[config.mk]
export PLATFORM = sky130hd
export DESIGN_NAME = drum_step_sequencer
export DESIGN_NICKNAME = d
export VERILOG_FILES = /design/src/rtl/drum_pkg.sv /design/src/rtl/sample_tick_gen.sv /design/src/rtl/drum_step_sequencer.sv
export SDC_FILE = /design/constraint.sdc
export NUM_CORES = 1
export LEC_CHECK = 0
export ABC_AREA = 1
export BUFFER_PORTS_ARGS = -buffer_cell sky130_fd_sc_hd__buf_2
export CORE_MARGIN = 2
export CORE_UTILIZATION = 40
export DETAILED_ROUTE_END_ITERATION = 6
export GPL_ROUTABILITY_DRIVEN = 0
export PLACE_DENSITY = 0.69
export SYNTH_ARGS = -nofsm -noshare
export SYNTH_HDL_FRONTEND = slang
export SYNTH_HIERARCHICAL = 1
export SYNTH_SLANG_ARGS = --single-unit
[constraint.sdc]
create_clock -name clk -period 2.1 [get_ports clk]
set_input_delay 0.42 -clock clk [delete_from_list [all_inputs] [get_ports clk]]
set_output_delay 0.42 -clock clk [all_outputs]
set_load 0.005 [all_outputs]
[src/rtl/drum_pkg.sv]
// ============================================================================
//  drum_pkg
//  Shared state encodings, default timing constants and voice indices.
//  Revision: 1.0
// ============================================================================
`default_nettype none

package drum_pkg;

  typedef enum logic [1:0] {
    IDLE  = 2'd0,
    PLAY  = 2'd1,
    DRAIN = 2'd2
  } state_t;

  localparam int          c_sample_div   = 1136;
  localparam int          c_step_samples = 11025;
  localparam logic [15:0] c_maxcount     = 16'd43840;

  localparam int c_kick  = 0;
  localparam int c_snare = 1;
  localparam int c_hat   = 2;

endpackage

`default_nettype wire

[src/rtl/sample_tick_gen.sv]
// ============================================================================
//  sample_tick_gen
//  Divides clk down to a one-cycle sample tick every SAMPLE_DIV cycles.
//  Revision: 1.0
// ============================================================================
`default_nettype none

module sample_tick_gen #(
  parameter int SAMPLE_DIV = 1136
) (
  input  logic clk,
  input  logic resetn,
  input  logic enable,
  output logic tick
);

  localparam int              c_dw   = (SAMPLE_DIV > 1) ? $clog2(SAMPLE_DIV) : 1;
  localparam logic [c_dw-1:0] c_last = c_dw'(SAMPLE_DIV - 1);

  logic [c_dw-1:0] r_div;
  logic            w_wrap;

  assign w_wrap = (r_div == c_last);

  always_ff @(posedge clk or negedge resetn) begin
    if (!resetn) begin
      r_div <= '0;
    end else if (!enable || w_wrap) begin
      r_div <= '0;
    end else begin
      r_div <= r_div + 1'b1;
    end
  end

  // Gated by enable so a stale divider value can never tick while stopped.
  assign tick = enable && w_wrap;

endmodule

`default_nettype wire

[src/rtl/drum_step_sequencer.sv]
// ============================================================================
//  drum_step_sequencer
//  Pattern-driven step sequencer issuing retrigger pulses to voice counters.
//  Revision: 1.0
// ============================================================================
`default_nettype none

module drum_step_sequencer
  import drum_pkg::*;
#(
  parameter int          NUM_VOICES   = 3,
  parameter int          NUM_STEPS    = 16,
  parameter int          SAMPLE_DIV   = c_sample_div,
  parameter int          STEP_SAMPLES = c_step_samples,
  parameter logic [15:0] MAXCOUNT     = c_maxcount
) (
  input  logic                         clk,
  input  logic                         resetn,
  input  logic                         run,
  input  logic                         wr_en,
  input  logic [1:0]                   wr_voice,
  input  logic [$clog2(NUM_STEPS)-1:0] wr_step,
  input  logic                         wr_data,
  input  logic [16*NUM_VOICES-1:0]     voice_count,
  output logic [NUM_VOICES-1:0]        go,
  output logic                         en,
  output logic [$clog2(NUM_STEPS)-1:0] step,
  output logic [NUM_VOICES-1:0]        busy,
  output logic                         playing
);

  localparam int               c_sw        = $clog2(NUM_STEPS);
  localparam int               c_scw       = (STEP_SAMPLES > 1) ? $clog2(STEP_SAMPLES) : 1;
  localparam logic [c_scw-1:0] c_scnt_last = c_scw'(STEP_SAMPLES - 1);

  state_t                                r_state;
  logic [NUM_VOICES-1:0][NUM_STEPS-1:0]  r_pattern;
  logic [c_sw-1:0]                       r_step;
  logic [c_scw-1:0]                      r_scnt;
  logic [NUM_VOICES-1:0]                 r_go;
  logic [NUM_VOICES-1:0]                 r_busy;
  logic                                  r_playing;

  logic                  w_tick;
  logic                  w_enter_play;
  logic                  w_advance;
  logic                  w_div_enable;
  logic [c_sw-1:0]       w_step_next;
  logic [NUM_VOICES-1:0] w_col_zero;
  logic [NUM_VOICES-1:0] w_col_next;
  logic [NUM_VOICES-1:0] w_go_next;
  logic [NUM_VOICES-1:0] w_done;

  assign w_enter_play = run && (r_state != PLAY);
  assign w_div_enable = (r_state != IDLE) && !w_enter_play;
  assign w_step_next  = r_step + 1'b1;
  assign w_advance    = (r_state == PLAY) && run && w_tick && (r_scnt == c_scnt_last);

  sample_tick_gen #(
    .SAMPLE_DIV (SAMPLE_DIV)
  ) u_tick (
    .clk    (clk),
    .resetn (resetn),
    .enable (w_div_enable),
    .tick   (w_tick)
  );

  always_comb begin
    w_col_zero = '0;
    w_col_next = '0;
    for (int v = 0; v < NUM_VOICES; v++) begin
      w_col_zero[v] = r_pattern[v][0];
      w_col_next[v] = r_pattern[v][w_step_next];
    end
  end

  assign w_go_next = w_enter_play ? w_col_zero :
                     w_advance    ? w_col_next : '0;

  for (genvar v = 0; v < NUM_VOICES; v++) begin : g_voice
    assign w_done[v] = (voice_count[16*v +: 16] == MAXCOUNT);
  end

  // Pattern reads above use the pre-edge value, so a same-cycle write lands a lap later.
  always_ff @(posedge clk or negedge resetn) begin
    if (!resetn) begin
      r_pattern <= '0;
    end else if (wr_en && (int'(wr_voice) < NUM_VOICES)) begin
      r_pattern[wr_voice][wr_step] <= wr_data;
    end
  end

  always_ff @(posedge clk or negedge resetn) begin
    if (!resetn) begin
      r_state   <= IDLE;
      r_step    <= '0;
      r_scnt    <= '0;
      r_go      <= '0;
      r_busy    <= '0;
      r_playing <= 1'b0;
    end else begin
      r_go   <= w_go_next;
      // A pending or current retrigger keeps the voice busy over a terminal count.
      r_busy <= (r_busy & ~(w_done & ~r_go)) | w_go_next;

      if (w_enter_play) begin
        r_step <= '0;
        r_scnt <= '0;
      end else if (w_advance) begin
        r_step <= w_step_next;
        r_scnt <= '0;
      end else if ((r_state == PLAY) && w_tick) begin
        r_scnt <= r_scnt + 1'b1;
      end

      case (r_state)
        IDLE: begin
          if (run) begin
            r_state   <= PLAY;
            r_playing <= 1'b1;
          end
        end
        PLAY: begin
          if (!run) begin
            r_state   <= DRAIN;
            r_playing <= 1'b0;
          end
        end
        DRAIN: begin
          if (run) begin
            r_state   <= PLAY;
            r_playing <= 1'b1;
          end else if (r_busy == '0) begin
            r_state <= IDLE;
          end
        end
        default: begin
          r_state   <= IDLE;
          r_playing <= 1'b0;
        end
      endcase
    end
  end

  assign go      = r_go;
  assign en      = w_tick;
  assign step    = r_step;
  assign busy    = r_busy;
  assign playing = r_playing;

endmodule

`default_nettype wire

# Word level (Yosys, flattened, before mapping)
# Cells that the tools add are included.
# word_totals
in_bits	59
regBits	86
# classes
n_eq_ne	12
add_sub_neg	3
n_reduce_logical	21
n_lt_le_gt_ge	6
muxes	27
bitwise_logic	5
# op_table
op	n
bitwise mux 48 bit	1
== test 16 bit, second input constant	3
2-to-1 mux 14 bit	3
demux 16 bit (select 2 bit)	1
2-to-1 mux 16 bit	1
adder 14 x 1 -> 14 bit, second input constant	1
== test 14 bit, second input constant	1
binary-select mux 1 bit (select 4 bit)	3
adder 11 x 1 -> 11 bit, second input constant	1
== test 11 bit, second input constant	1
2-to-1 mux 11 bit	1
logical AND 1 bit	10
less-than comparator 4 x 5 -> 1 bit, second input constant	2
2-to-1 mux 2 bit	4
2-to-1 mux 4 bit	2
bitwise AND 3 bit	2
2-to-1 mux 1 bit	6
2-to-1 mux 3 bit	2
inverter 3 bit	2
one-hot mux 2 bit (3 select lines)	1
adder 4 x 1 -> 4 bit, second input constant	1
demux 1 bit (select 4 bit)	1
>= comparator 4 x 1 -> 1 bit, second input constant	1
inequality test 2 x 1 -> 1 bit, second input constant	2
18 further kinds	21

# Logic depth before layout (Yosys ltp)
# depth
depth_word	10
ltp_mapped	13
mapped_depth_nobuf	12

# By module
# Netlist, hierarchy kept.
# modules_own_cells
mod	n_inst	area_per_inst_um2	cells_each
drum_step_sequencer	1	4080.2	535
sample_tick_gen	1	639.4	73

# Worst setup path after synthesis
# No wires, ideal clock.
# synth_path
path_kind	register to register
from	register r_state[1]
to	register r_step[1], in the netlist step[1]
slack_ns	-0.049
required_time_ns	1.965
t_arrival_ns	2.014
setup_time_ns	0.135
stages_incl_launch_ff	10
synth_period_minus_slack_ns	2.149
cell_sequence	dfrtp_1 inv_2 o21ai_0 inv_1 nor2_1 nand3_1 nand3b_1 nand2_1 buf_4 o22ai_1
# synth_via
elab_chain_cells	8
word_cells_on_any_way	12
# synth_lines
item	line	text
start, declared	drum_step_sequencer.sv:36	state_t r_state;
start signal, assigned	drum_step_sequencer.sv:95	r_state <= IDLE;
start signal, assigned	drum_step_sequencer.sv:119	r_state <= PLAY;
start signal, assigned	drum_step_sequencer.sv:125	r_state <= DRAIN;
inequality test 2 x 1 -> 1 bit	drum_step_sequencer.sv:54	assign w_enter_play = run && (r_state != PLAY);
logical AND 1 bit	drum_step_sequencer.sv:54	
zero test 1 bit	drum_step_sequencer.sv:55	assign w_div_enable = (r_state != IDLE) && !w_enter_play;
logical AND 1 bit *	drum_step_sequencer.sv:55	
via w_div_enable	drum_step_sequencer.sv:47	logic w_div_enable;
logical AND 1 bit *	sample_tick_gen.sv:36	assign tick = enable && w_wrap;
via en	drum_step_sequencer.sv:26	output logic en,
logical AND 1 bit * (2 in a row)	drum_step_sequencer.sv:57	assign w_advance = (r_state == PLAY) && run && w_tick && (r_scnt == c_scnt_last);
nonzero test 2 bit (no line) *	-	
end signal, assigned	drum_step_sequencer.sv:110	r_step <= w_step_next;
end, declared	drum_step_sequencer.sv:38	logic [c_sw-1:0] r_step;
# Mark *: on every way through the listed nets, which the timed path passes. The rest lies on a longest branch.
# A chain may end at the register's enable or synchronous reset.

# Worst setup path after layout
# layout_path
from	register u_tick.r_div[0]
to	output port en
# layout_via
elab_chain_cells	2
# layout_lines
item	line	text
start, declared	sample_tick_gen.sv:20	logic [c_dw-1:0] r_div;
start signal, assigned	sample_tick_gen.sv:31	r_div <= r_div + 1'b1;
== test 11 bit	sample_tick_gen.sv:23	assign w_wrap = (r_div == c_last);
logical AND 1 bit	sample_tick_gen.sv:36	
end, declared	drum_step_sequencer.sv:26	
# No other way between the ends.

==> summary.txt <==
Outcome -> finished clean
Startpoint Class -> flop
Pre-CTS setup slack -> 0.1715 ns
Detail Route Antenna Nets -> 0
Max frequency -> 0.5100 GHz
Post-synth cell types -> 33
Post-route minimum period -> 1.961 ns
RSZ-0062 raised after global routing -> no
CP arrival -> 1.54 ns
Slowest Stage Delay on Critical Path -> 0.39 ns
Critical path peak fanout -> 3
Gr usage total -> 0.1974
Area share of the largest cell type after synthesis -> 0.4560
# DRC -> 0
Power per Cell Area -> 769.8 nW/um^2
Mapped Cells -> 608
Reg2reg start -> u_tick/r_div[0]
Post-Syn Area -> 4720 sq um
Final net count -> 745
Fin Clk Skew -> 0.005878 ns
Final Hold Viols -> 0
Core area -> 11470 sq um
Die area -> 12680 sq um
Fin Setup TNS -> 0 ns
Normalized max-slew margin -> 0.6793
Num CTS Buffers -> 9
Cts hold-fix bufs -> 0
Post-Route WL -> 11880 um
Final setup viols -> 0
Drt wl/cell -> 14.32 um
Count leader, synth -> nand2_1
Max VDD drop -> 470.4 uV
Slew of the pin with the lowest slew margin -> 0.4785 ns
Critical path capture point type -> output port
Iter 0 DRT Violations -> 284
Yosys reg bits -> 86
Die span in y -> 112.6 um
Final worst path period share -> 0.9338
Initial core utilization -> 0.4116
CTS Sinks -> 86
Layout cells sized above 1 -> 0.2009
Detailed Routing Iterations Pass 1 -> 5
Total grt overflow -> 0
Required @ worst endpoint -> 1.68 ns
Initial antenna violation count -> 0
CP cell instances -> ha_1, inv_1, nor2_4, nand3_4, nor2_2, buf_4, buf_2
First-pass GRT wire length -> 20470 um
FILL cells -> 1093
Synth warnings -> 6
Syn Area/Cell -> 7.762 sq um
Max_cap viols -> 0
CTS tree -> yes
Clock Tree Buf Depth -> 2
Die width -> 112.6 um
Asr flop ratio synth -> 1.000
Io pins -> 71
H-tree levels -> 3
Worst hold path type -> primary input to asynchronous set/reset pin
Vias -> 4463
Root Buffer -> clkbuf_16
Post-Syn Nets -> 671
Vias in the first global route -> 4377
Slew Limit Fails -> 0
Post-DP HPWL -> 8642 um
Critical path origin -> u_tick/r_div[0]
Sequential share of the synthesized area -> 0.4560
Worst skew pair latency -> 0.34 ns
Leak -> 2.614 nW
Critical path type -> flop to output port
FP Rows -> 39
Vias/cell -> 5.377
Area leader, netlist -> dfrtp_1
Largest net degree at the start of global routing -> 44
ANT cells -> 0
Clock transition at path regs -> 0.06 ns
Synth area leaders -> dfrtp_1 (46%), nand2_1 (9.8%), nand3_1 (7.8%)
Syn-to-layout area delta -> 18.82%
CP max stage cell -> dfrtp_1
I/O Buffers -> 70
Final WS setup -> 0.1391 ns
EDFF count, synth -> 0
Synth cell count leaders -> nand2_1 (123), dfrtp_1 (86), nand3_1 (74)
Most used DFF post-synth -> dfrtp_1
state kept, by name, indices dropped and copies added, names as in the netlist:
register / flops
r_scnt: 14
r_pattern: 48
r_state: 2
go: 3
busy: 3
playing: 1
step: 4
u_tick/r_div: 11
per-stage QoR:
step	instance area (sq um)	hold slack [ns]	cells	total power, mW	utilization
after floorplan	4720	0.1244	608	2.456	-
after global placement	5288	0.3754	813	2.687	0.4611
after detailed placement	5288	0.3803	813	2.720	0.4611
after CTS	5590	0.01173	829	4.351	0.4875
after global routing	5608	0.03035	830	4.542	0.4890
final	5608	0.006578	830	4.317	0.4890
layout by cell type (no fill, tap or decap), types with 9 or more instances in the layout:
cell	synthesis	final
dfrtp_1	86	86
nand3_1	74	74
buf_4	1	15
nor2_1	57	55
nor2_2	12	14
nand2_1	123	122
inv_1	52	52
clkbuf_16	0	9
a31oi_1	43	43
nor3_1	19	17
a21oi_1	50	50
buf_2	13	69
nand4_1	13	13
worst max-delay path: cells and delay by family, from the launching register on:
kind / cells / cell delay (ns)
simple gates: 3 / 0.32
fa+ha+maj: 1 / 0.19
flops: 1 / 0.39
buf+inv: 3 / 0.29
where the power goes:
| group | total, mW | internal [mW] | switching [mW] |
|---|---|---|---|
| Combinational | 0.660 | 0.285 | 0.375 |
| Sequential | 2.04 | 1.88 | 0.154 |
| Clock | 1.62 | 0.986 | 0.633 |
cell type report:
type                    count  area [sq um]  share of cell area
inverters                  59         221.5             0.03949
flip-flops and latches     86          2152              0.3838
well taps                 143         178.9             0.03191
multi-input cells         440          2255              0.4021
clock inverters             3         42.54            0.007586
clock buffers              13         260.3             0.04641
repair buffers             86         498.0             0.08880
logic make-up (layout without fill, tap and decap cells):
| logic type | Yosys count | count (layout) | synth area share |
|---|---|---|---|
| and+or+nand+nor | 315 | 315 | 0.3097 |
| AOI/OAI and AO/OA | 108 | 108 | 0.1273 |
| DFF | 86 | 86 | 0.4560 |
| buffers and inverters | 82 | 161 | 0.07105 |
| xor gates and xnor gates | 8 | 8 | 0.01485 |
| muxes | 5 | 5 | 0.01060 |
| adders and majority gates | 4 | 4 | 0.01060 |
final timing paths:
| check | endpoint | slack (ns) | cells after the start |
|---|---|---|---|
| max in group asynchronous | r_pattern[31] | 1.44 | 2 |
| worst min register to register | u_tick/r_div[0] | 0.48 | 1 |
| worst max-delay path | en | 0.14 | 7 |
| min in group clk | r_state[0] | 0.38 | 3 |
| worst min-delay path | u_tick/r_div[8] | 0.007 | 1 |
| worst max register to register | r_scnt[8] | 0.29 | 13 |
repair_timing:
item,CTS,global route
hold endpoints to repair,0,0
setup buffers,0,1
setup endpoints to repair,0,11
gates resized for setup,0,3
routing by layer:
| metal | GRT usage | wire length (um) |
|---|---|---|
| met3 | 0.04266 | 510 |
| met5 | 0 | 0 |
| met2 | 0.3273 | 5910 |
| met1 | 0.2601 | 5331 |
| met4 | 0.05935 | 130 |
(Power assumes the default switching activity.)
